## src/rtl/pipeline_scheduler_if.sv

```systemverilog
// Client/pipeline bundle shared by the scheduler (slave) and whoever drives it (master).
// Signal names keep their i_/o_ direction as seen from the scheduler.
interface pipeline_scheduler_if #(
  parameter int p_width      = 32,
  parameter int p_requesters = 4
);
  localparam int IdW = $clog2(p_requesters);

  logic [p_requesters-1:0]         i_req;
  logic [p_requesters*p_width-1:0] i_req_data;
  logic [p_requesters-1:0]         o_gnt;
  logic                            o_issue_valid;
  logic [p_width-1:0]              o_issue_data;
  logic [p_width-1:0]              i_pipe_data;
  logic                            o_resp_valid;
  logic [IdW-1:0]                  o_resp_id;
  logic [p_width-1:0]              o_resp_data;
  logic                            i_flush;
  logic                            o_busy;

  modport slave (
    input  i_req, i_req_data, i_pipe_data, i_flush,
    output o_gnt, o_issue_valid, o_issue_data, o_resp_valid, o_resp_id, o_resp_data, o_busy
  );

  modport master (
    output i_req, i_req_data, i_pipe_data, i_flush,
    input  o_gnt, o_issue_valid, o_issue_data, o_resp_valid, o_resp_id, o_resp_data, o_busy
  );
endinterface

```

## src/rtl/pipeline_scheduler.sv

```systemverilog
// Round-robin front end for a fixed-latency, non-stallable pipeline shared by several clients.
// A shadow tag pipe remembers which client owns each in-flight word; flush drops them all.
module pipeline_scheduler #(
  parameter int p_width           = 32,
  parameter int p_stages          = 8,
  parameter int p_requesters      = 4,
  parameter int p_max_outstanding = 4
) (
  input logic                  i_clk,
  input logic                  i_rst,
  pipeline_scheduler_if.slave  bus
);
  localparam int IdW = $clog2(p_requesters);
  localparam int CntW = $clog2(p_max_outstanding + 1);

  logic [IdW-1:0]        ptr_q;
  logic                  issueValid_q;
  logic [IdW-1:0]        issueId_q;
  logic [p_width-1:0]    issueData_q;
  logic [p_stages-1:0]   tagValid_q;
  logic [IdW-1:0]        tagId_q [p_stages];
  logic [CntW-1:0]       cnt_q [p_requesters];

  logic [p_requesters-1:0] elig;
  logic [p_requesters-1:0] gnt_d;
  logic                    gntAny;
  logic [IdW-1:0]          gntId;
  logic                    respValid;
  logic [IdW-1:0]          respId;

  assign respValid = tagValid_q[p_stages-1];
  assign respId    = tagId_q[p_stages-1];

  // Reset and flush both suppress eligibility so nothing is granted in those cycles.
  always_comb begin
    for (int n = 0; n < p_requesters; n++) begin
      elig[n] = bus.i_req[n] && (cnt_q[n] < CntW'(p_max_outstanding)) && !bus.i_flush && !i_rst;
    end
  end

  always_comb begin
    gnt_d  = '0;
    gntAny = 1'b0;
    gntId  = '0;
    for (int k = 0; k < p_requesters; k++) begin
      if (!gntAny && elig[(int'(ptr_q) + k) % p_requesters]) begin
        gntAny = 1'b1;
        gntId  = IdW'((int'(ptr_q) + k) % p_requesters);
        gnt_d[(int'(ptr_q) + k) % p_requesters] = 1'b1;
      end
    end
  end

  always_ff @(posedge i_clk) begin
    if (i_rst) begin
      ptr_q        <= '0;
      issueValid_q <= 1'b0;
      issueId_q    <= '0;
      issueData_q  <= '0;
      tagValid_q   <= '0;
      for (int s = 0; s < p_stages; s++) tagId_q[s] <= '0;
      for (int n = 0; n < p_requesters; n++) cnt_q[n] <= '0;
    end else if (bus.i_flush) begin
      // The word sitting in the issue register still reaches the external pipe, but its tag dies here.
      issueValid_q <= 1'b0;
      tagValid_q   <= '0;
      for (int n = 0; n < p_requesters; n++) cnt_q[n] <= '0;
    end else begin
      issueValid_q <= gntAny;
      if (gntAny) begin
        ptr_q       <= IdW'((int'(gntId) + 1) % p_requesters);
        issueId_q   <= gntId;
        issueData_q <= bus.i_req_data[int'(gntId)*p_width +: p_width];
      end
      tagValid_q[0] <= issueValid_q;
      tagId_q[0]    <= issueId_q;
      for (int s = 1; s < p_stages; s++) begin
        tagValid_q[s] <= tagValid_q[s-1];
        tagId_q[s]    <= tagId_q[s-1];
      end
      for (int n = 0; n < p_requesters; n++) begin
        if (gnt_d[n] && !(respValid && respId == IdW'(n))) begin
          cnt_q[n] <= cnt_q[n] + CntW'(1);
        end else if (!gnt_d[n] && respValid && respId == IdW'(n) && cnt_q[n] != '0) begin
          cnt_q[n] <= cnt_q[n] - CntW'(1);
        end
      end
    end
  end

  assign bus.o_gnt         = gnt_d;
  assign bus.o_issue_valid = issueValid_q;
  assign bus.o_issue_data  = issueData_q;
  assign bus.o_resp_valid  = respValid;
  assign bus.o_resp_id     = respId;
  assign bus.o_resp_data   = bus.i_pipe_data;
  assign bus.o_busy        = (|tagValid_q) | issueValid_q;
endmodule

```

## src/flat_wrapper.sv

```systemverilog
// flat-port wrapper written by rule: the top's interface ports become plain ports
module pipeline_scheduler_flat 
#(
  parameter int p_width           = 32,
  parameter int p_stages          = 8,
  parameter int p_requesters      = 4,
  parameter int p_max_outstanding = 4
)
  (i_clk, i_rst, bus_i_req, bus_i_req_data, bus_i_pipe_data, bus_i_flush, bus_o_gnt, bus_o_issue_valid, bus_o_issue_data, bus_o_resp_valid, bus_o_resp_id, bus_o_resp_data, bus_o_busy);
  pipeline_scheduler_if #(.p_width(p_width), .p_requesters(p_requesters)) bus_i ();
  input logic i_clk;
  input logic i_rst;
  input wire logic [$bits(bus_i.i_req)-1:0] bus_i_req;
  input wire logic [$bits(bus_i.i_req_data)-1:0] bus_i_req_data;
  input wire logic [$bits(bus_i.i_pipe_data)-1:0] bus_i_pipe_data;
  input wire logic [$bits(bus_i.i_flush)-1:0] bus_i_flush;
  output wire logic [$bits(bus_i.o_gnt)-1:0] bus_o_gnt;
  output wire logic [$bits(bus_i.o_issue_valid)-1:0] bus_o_issue_valid;
  output wire logic [$bits(bus_i.o_issue_data)-1:0] bus_o_issue_data;
  output wire logic [$bits(bus_i.o_resp_valid)-1:0] bus_o_resp_valid;
  output wire logic [$bits(bus_i.o_resp_id)-1:0] bus_o_resp_id;
  output wire logic [$bits(bus_i.o_resp_data)-1:0] bus_o_resp_data;
  output wire logic [$bits(bus_i.o_busy)-1:0] bus_o_busy;
  assign bus_i.i_req = bus_i_req;
  assign bus_i.i_req_data = bus_i_req_data;
  assign bus_i.i_pipe_data = bus_i_pipe_data;
  assign bus_i.i_flush = bus_i_flush;
  assign bus_o_gnt = bus_i.o_gnt;
  assign bus_o_issue_valid = bus_i.o_issue_valid;
  assign bus_o_issue_data = bus_i.o_issue_data;
  assign bus_o_resp_valid = bus_i.o_resp_valid;
  assign bus_o_resp_id = bus_i.o_resp_id;
  assign bus_o_resp_data = bus_i.o_resp_data;
  assign bus_o_busy = bus_i.o_busy;
  pipeline_scheduler #(.p_width(p_width), .p_stages(p_stages), .p_requesters(p_requesters), .p_max_outstanding(p_max_outstanding)) u_core (.i_clk(i_clk), .i_rst(i_rst), .bus(bus_i));
endmodule
```

## config.mk

```make
export PLATFORM = sky130hd
export DESIGN_NAME = pipeline_scheduler_flat
export DESIGN_NICKNAME = d
export VERILOG_FILES = /design/src/rtl/pipeline_scheduler_if.sv /design/src/rtl/pipeline_scheduler.sv /design/src/flat_wrapper.sv
export SDC_FILE = /design/constraint.sdc
export NUM_CORES = 1
export LEC_CHECK = 0
export CAP_MARGIN = 25
export CORE_AREA = 3 3 114 116
export CTS_CLUSTER_DIAMETER = 80
export DETAILED_ROUTE_END_ITERATION = 10
export DIE_AREA = 0 0 117 119
export GPL_ROUTABILITY_DRIVEN = 0
export PLACE_DENSITY = 0.81
export SLEW_MARGIN = 20
export SYNTH_ARGS = -nofsm -noshare
export SYNTH_HDL_FRONTEND = slang
export SYNTH_SLANG_ARGS = --single-unit
```

## constraint.sdc

```tcl
create_clock -name i_clk -period 4.9 [get_ports i_clk]
set_input_delay 0.49 -clock i_clk [delete_from_list [all_inputs] [get_ports i_clk]]
set_output_delay 0.49 -clock i_clk [all_outputs]
set_load 0.005 [all_outputs]
```

==> run summary, run 1 <==
The logs give 1033 for the layout filler cell count and 35.7% for the proportion of synthesized chip area in sequential cells. The run gives 13.5 mm as the wire length reported by the detailed router. The final critical path time including I/O delays and setup came out at 4.23 ns. The number of antenna violations at the first check in global routing came out at 0. After detailed routing, the number of remaining DRC violations is 0. Setup repair after global routing left no endpoint under its margin. Grouping stages by cell kind, the critical path spends the most delay in simple AND/OR/NAND/NOR gates.

The total vias in the final route came out at 4282. Hold violation total from the final report: 0. Entering global routing, the biggest net connects 35 pins. The TritonCTS buffer count is 9. Counting every instance in the synthesized netlist gives 496.

The maximum fanout count along the critical path came out at 34. The largest family of logic cells by synthesized area is compound AO/OA/AOI/OAI gates. The net switching share of the total power is 36.0%, and the synthesized-area fraction occupied by xor and xnor cells is 0.693%. The run gives 0 as the count of hold-fix buffers inserted at cts. Power density over cell area: 491 mW/mm^2. The critical path is of the input port to flop type. The floorplan step set the die height to 119 um.

For the number of nets produced by synthesis, the log shows 681. Adding up every negative setup slack in the final design gives 0 ns. After routing the design area is 0.00675 mm^2. The area of the die came out at 0.0139 mm^2. The number of buffers and inverters on the critical path is 1, and the multiplexer area fraction after synthesis is 12.1%. Setup violations remaining at the end of the flow were counted as 0. The multi-input gate area in the final layout was 0.00261 mm^2; the arrival time at the worst endpoint was 4.44 ns. The library cell used most frequently in the layout, excluding fill and tap cells, is clkdlybuf4s50_1.

The yosys synthesis warning count came out at 0. The synthesized design spends more area on one cell type than any other, namely dfxtp_1. The tools report the leakage power summed over all cells as 2.64 nW. The biggest cell delay along the critical path is 0.78 ns, and the placement-stage worst setup slack is 0.376 ns.

The switching power of the nets came out at 1.19 mW. The completed layout was analyzed and its total power is 3.31 mW. In this run the tool buffered the top-level ports with 175 buffer cells. TritonCTS built the clock tree.

The flow ran to the end, and the final reports show no timing, DRC or antenna violations. The tools report the startpoint type of the worst setup path as an input port. The post-route netlist has 11.0% of its cells at a drive strength greater than 1. The detailed router finished its first iteration with 275 violations. Derived from the worst setup path, the maximum achievable clock frequency is 0.236 GHz.

The tools report the length of the first detailed-routing pass in iterations as 4. Slack of the critical path: 0.667 ns. The via count of the first global-routing pass is 4311, and the post-detailed-route via-to-cell ratio is 5.55. The average instance area after synthesis was 9.83 um^2.

The first-pass GRT wire length is 21.7 mm. The synthesized design contains 73 register bits. The region available for standard cell placement spans 0.0120 mm^2. The peak supply drop is 0.222 mV, and the clock latency on the worst-skew pair is 0.33 ns. Of the total synthesized cell area, the portion taken by AND, OR, NAND and NOR gates is 16.1%. The placed wire-length estimate was 10.4 mm. In the layout the commonest cells are 175 x clkdlybuf4s50_1, 45 x dfxtp_1, 38 x a21oi_1. In this run the tightest slew margin relative to its limit is 30.9%. From synthesis to final layout, the design area changed by 38.4%. The starting density of the core is 40.6%, and the synthesized area is 0.00487 mm^2. The slowest stage of the critical path belongs to the cell nor4b_1.

The final count of pins violating max slew is 0. In this run the horizontal extent of the chip is 117 um. Overflow left after global routing: 0. Adder-cell share of the synthesized area: 4.77%. The total placed instance area came out at 0.00642 mm^2. The tools report the clock share of power as 20.9%. STA puts the critical path data required time at 5.11 ns.

The worst path uses 86.4% of the clock period. After synthesis, the cell types taking the most area are dfxtp_1 18%, edfxtp_1 17%, buf_4 5.4%, mux2_4 4.9%, ha_1 4.4%. The tools report the register area as 0.00174 mm^2. The path class of the tightest hold or removal check is flop to flop. Buffers added to address setup during post-CTS repair amount to 0. The post-synthesis compound-gate area fraction is 19.8%. Global routing consumed, over all layers together, 19.5% of the routing resources. The critical path goes through clkdlybuf4s50_1 > nor4b_1 > mux4_1 > nor3_1 > o221a_4 > nor2_8 > mux2_2 > a221o_1.

The buffer levels on the longest clock path is 2. The tool flagged a number of max-cap violations equal to 0. The share of flip-flops with an asynchronous set or reset after synthesis was 0%. Slew at the pin closest to its max-slew limit: 1.04 ns. Clock tree synthesis selected as its root buffer the cell clkbuf_16. The clock tree synthesis step divided the H-tree into 3 levels.

The top cell type by area accounts for 18.5% of the synthesized area. The post-CTS clock slew at the launch and capture registers of the worst setup and hold paths is 0.06 ns, and the fraction of power consumed by combinational cells is 50.9%. In the final design database the tool counted 805 nets. The antenna diode count was 0; the number of instances resized during post-cts repair was 0. Internal power comes to 2.12 mW. The worst setup path is captured at a flop. The top flip-flop cell by instance count after synthesis was dfxtp_1. Yosys mapped the design onto 59 distinct sky130hd cell types. At the end of the flow the core is filled with cells to 56.2%.

Row generation in the floorplan step produced 40 rows. The tree built by TritonCTS fans out to 73 sinks. The average wire length per cell after detail routing works out to 17.5 um.

The clock arrives with 0.00926 ns of skew. In this run, synthesis inferred 28 flip-flops with an integrated enable. The run gives 240 as the number of top-level pins.

The part of the power in registers was 28.2%. Once detail routing completed, the nets flagged for antenna violations numbered 0.
-- cell usage after synthesis, types with 2 or more instances --
library cell	number
or4b_1	2
a211oi_1	23
mux4_2	4
mux4_1	2
buf_2	11
nor3_1	4
inv_1	20
or2_2	3
mux2i_1	14
edfxtp_1	28
o21ai_0	25
nor2b_1	6
a221oi_1	4
nor4b_2	3
o22ai_1	2
and3_1	14
nor2_1	24
or4b_4	3
dfxtp_1	45
buf_4	35
mux2_4	16
nand2_1	19
a21oi_1	38
nor4b_1	2
mux2_2	6
o311ai_1	3
nand3_1	28
and2_1	24
buf_6	6
a221o_1	21
clkbuf_1	17
ha_1	17
-- metal layers --
metal | vias to the layer above | wire length (um) | track usage (%)
li1 | 2060 | - | -
met1 | 2014 | 5490 | 24.6
met2 | 183 | 6830 | 32.8
met3 | 25 | 866 | 3.25
met4 | 0 | 336 | 7.89
met5 | - | 0 | 0
-- final timing paths --
check / startpoint / endpoint / slack, ns / cells past startpoint
max: bus_i_flush / u_core.bus.o_issue_data[31] / 0.67 / 8
min: u_core.tagValid_q[6] / u_core.tagValid_q[7] / 0.45 / 1
min reg2reg: u_core.tagValid_q[6] / u_core.tagValid_q[7] / 0.45 / 1
max reg2reg: u_core.ptr_q[0] / u_core.cnt_q[3][2] / 0.77 / 9
-- cell type report --
class / count / area share [%]
Clock buffer: 12 / 4.12
Clock inverter: 4 / 0.705
Inverter: 21 / 1.17
Multi-Input combinational cell: 333 / 38.7
Sequential cell: 73 / 25.8
Tap cell: 147 / 2.73
Timing Repair Buffer: 182 / 26.7
-- through the flow --
stage | hold WS [ns] | std cells
floorplan | 0.430 | 496
global placement | 0.437 | 756
detailed placement | 0.446 | 756
CTS | 0.462 | 772
global route | 0.468 | 772
finish | 0.454 | 772
-- power groups by stage --
stage / Combinational (mW) / Sequential [mW] / Clock, mW
after floorplan: 1.16 / 0.909 / 0
after global placement: 1.64 / 0.936 / 0
after detailed placement: 1.69 / 0.943 / 0
after CTS: 1.69 / 0.932 / 0.706
after global routing: 1.84 / 0.954 / 0.730
final: 1.68 / 0.933 / 0.693
-- logic make-up after synthesis --
family	count (synthesis)
simple gates	136
compound gates	134
fa+ha+maj	18
mux	42
flops	73
xor+xnor	3
buf+inv	90
-- state kept, by name, indices dropped and copies added (netlist names) --
name                      cells
u_core.tagValid_q             8
u_core.tagId_q               16
u_core.cnt_q                 12
u_core.issueId_q              2
u_core.bus.o_issue_data      32
u_core.bus.o_issue_valid      1
u_core.ptr_q                  2
(Power assumes the default switching activity.)
==> run 2, diff against run 1 <==
Settings changed: CORE_AREA 3 3 114 116 to 3 3 106 108, DIE_AREA 0 0 117 119 to 0 0 109 111, DONT_BUFFER_PORTS set to 1, PLACE_DENSITY 0.81 to 0.63, SKIP_CTS_REPAIR_TIMING set to 1.
==> run 2 against run 1 <==
Final cell count decreased by 24%. Clock power decreased by 37%. Critical endpoint is now u_core.cnt_q[3][2]. Total power decreased by 18%. Sequential share of layout area increased by 10 points. Worst setup slack improved by 0.19 ns. Clock skew increased by 0.0037 ns. First-iteration DRC count decreased by 43%. Critical path depth increased by 1. Via count decreased by 16%. Clock-buffer cell count decreased by 2. Sequential power increased by 4.2%. Design area decreased by 28%.
==> run summary, run 2 (synthesis results as in run 1) <==
The TritonCTS buffer count came out at 9 (unchanged). The DRC marker count from the first detailed-route iteration is 156 (-43%), and the area of the die is 0.0121 mm^2 (-13%). The antenna diode count was 0 (unchanged); the overall die height was 111 um (-6.7%). The worst hold path terminates at u_core.ptr_q[0]. The logs give 19.4 mm (-11%) for the first-pass GRT wire length and 4 (unchanged) for the length of the first detailed-routing pass in iterations. The highest-delay cell along the critical path is dfxtp_1. For the final count of pins violating max slew, the log shows 0 (unchanged).

The worst hold path class was input port to flop. TritonCTS built the clock tree. The overflow left after global routing was 0 (unchanged); the relative area change from synthesis to final layout was -0.616%. The number of flip-flops in the largest register was 32 (unchanged). The run gives 3714 (-14%) as the via count of the first global-routing pass.

Aggregate negative setup slack: 0 ns (unchanged). The net count reported at finish came out at 631 (-22%). Walking the worst path, the cells encountered are inv_2 > ha_1 > mux4_1 > nor4b_1 > and2_1 > or4_4 > fa_1 > xnor2_1 > mux2i_1. In this run the worst setup path begins at u_core.ptr_q[0].

The depth of the worst hold-timing path was 1 (unchanged). The hold violation total from the final report came out at 0 (unchanged). The portion of the clock cycle consumed by the worst path in the final layout is 82.5% (-3.9 points). The reg-to-reg critical path endpoint is u_core.cnt_q[3][2].

The layout filler cell count was 1009 (-2.3%). Number of setup violations in the final report: 0 (unchanged). The tools report the leakage power summed over all cells as 1.90 nW (-28%). Largest clock skew in the final design: 0.0130 ns (+0.00370 ns). Startpoint type of the worst setup path: a flop. The largest net degree at the start of global routing is 35 (unchanged).

Wire length reported by the detailed router: 12.4 mm (-8.3%). STA classifies the critical path endpoint as a flop. The proportion of layout cells with a drive suffix above 1 is 15.7% (+4.7 points), and the total vias in the final route is 3612 (-16%). The startpoint identified for the worst register-to-register timing path is u_core.ptr_q[0]. The residual DRC count was 0 (unchanged). The peak supply drop came out at 0.301 mV (+35%). The tools report the maximum clock frequency as 0.247 GHz (+4.7%). For the buffer levels on the longest clock path, the log shows 2 (unchanged). The cell sitting at the root of the clock tree is a clkbuf_8. Number of cell rows: 37 (-7.5%). The biggest cell delay along the critical path was 0.67 ns (-0.11 ns); the placed wire-length estimate was 9.13 mm (-12%).

The post-detailed-route via-to-cell ratio was 6.15 (+11%). The final hold slack is 0.227 ns (-0.227 ns). The count of input and output buffers came out at 0 (-100%).

Worst max-slew margin expressed relative to the limit: 43.4% (+12 points). Leaving out fill and tap cells, the most frequent cell in the layout is dfxtp_1. The maximum fanout count along the critical path was 13 (-62%); the maximum level of the CTS H-tree was 3 (unchanged). The power density over cell area is 563 mW/mm^2 (+15%). The tools report the max capacitance violation total as 0 (unchanged). The number of antenna violations at the first check in global routing is 0 (unchanged).

In the layout the commonest cells are 45 x dfxtp_1, 38 x a21oi_1, 28 x nand3_1, 28 x edfxtp_1, 25 x o21ai_0. The CTS sink count was 73 (unchanged). For the aggregate global-route resource usage, the log shows 20.2% (+0.67 points).

The post-CTS clock slew at the launch and capture registers of the worst setup and hold paths is 0.08 ns (+0.02 ns). The run finished with clean final reports. The logs give 0.86 ns (+0.09 ns) for the reg-to-reg setup timing slack and 4.23 ns (-0.21 ns) for the arrival time at the worst endpoint. The critical path is of the flop to flop type.

The slack of the critical path is 0.859 ns (+0.191 ns). The die span in x was 109 um (-6.8%); the final critical path time including I/O delays and setup was 4.04 ns (-0.191 ns). The number of top-level pins was 240 (unchanged); the placement-stage worst setup slack was 0.897 ns (+0.521 ns). Setup repair after global routing left no endpoint under its margin. The residual antenna-violating net count after detailed routing is 0 (unchanged), and the slew at the pin closest to its max-slew limit is 0.838 ns (-0.198 ns). The average wire length per cell after detail routing came out at 21.1 um (+21%).

The startpoint identified for the worst hold timing path is i_rst. The count of cells along the worst register-to-register path is 9 (unchanged). The run gives 0.0103 mm^2 (-14%) as the core box area. The tools report the critical path required time as 5.09 ns (-0.02 ns). The tools report the clock latency on the worst-skew pair as 0.35 ns (+0.02 ns). For the starting density of the core, the log shows 47.2% (+6.6 points).
run 2: cell count changes in the layout (fill, tap and decap cells not counted), moves of 2 or more:
cell,previous run,this run
clkinv_2,1,3
clkdlybuf4s50_1,175,0
clkbuf_8,2,10
clkbuf_16,10,0
run 2: area by class of cell:
| type | instances | area [um^2] | share of cell area (%) |
|---|---|---|---|
| clock buffers | 10 | 138 | 2.84 |
| clock inverters | 6 | 41.3 | 0.852 |
| multi-input cells | 333 | 2610 | 53.9 |
| well taps | 136 | 170 | 3.51 |
| repair buffers | 8 | 63.8 | 1.32 |
| flip-flops and latches | 73 | 1740 | 36.0 |
| inverters | 21 | 78.8 | 1.63 |
run 2: how the worst max path moves through the flow:
stage | slack [ns] | endpoint
6_report | 0.86 | u_core.cnt_q[3][2]
5_1_grt | 0.63 | u_core.cnt_q[3][2]
4_1_cts | 0.86 | u_core.cnt_q[3][2]
3_5_place_dp | 0.90 | u_core.cnt_q[3][2]
3_3_place_gp | 1.04 | u_core.cnt_q[3][2]
2_1_floorplan | 1.20 | u_core.cnt_q[3][2]
run 2: worst max-delay path: cells and delay by family (launching register included):
kind                       cells  cell delay [ns]
and+or+nand+nor                3             0.97
muxes                          2             0.87
xor gates and xnor gates       1             0.19
buffers and inverters          1             0.22
adders and majority gates      2             0.95
DFF                            1             0.67
run 2: per-layer routing:
layer	GRT usage [%]	wire length, um	vias to the layer above
li1	-	-	1713
met3	6.06	919	20
met5	0	0	-
met1	25.2	5170	1712
met4	5.98	229	0
met2	33.4	6090	167
run 2: power by group:
part / internal [mW] / switching [mW] / leakage [nW]
clock: 0.199 / 0.241 / 0.0964
sequential: 0.808 / 0.164 / 0.683
combinational: 0.582 / 0.735 / 1.12
run 2: stage by stage:
step	instance area, um^2	instances	power [mW]	utilization (%)
after global placement	4650	570	2.25	45.1
after CTS	4830	586	2.73	46.8
after floorplan	4870	496	2.07	-
after global routing	4840	587	2.93	46.9
after detailed placement	4650	570	2.29	45.1
final	4840	587	2.73	46.9
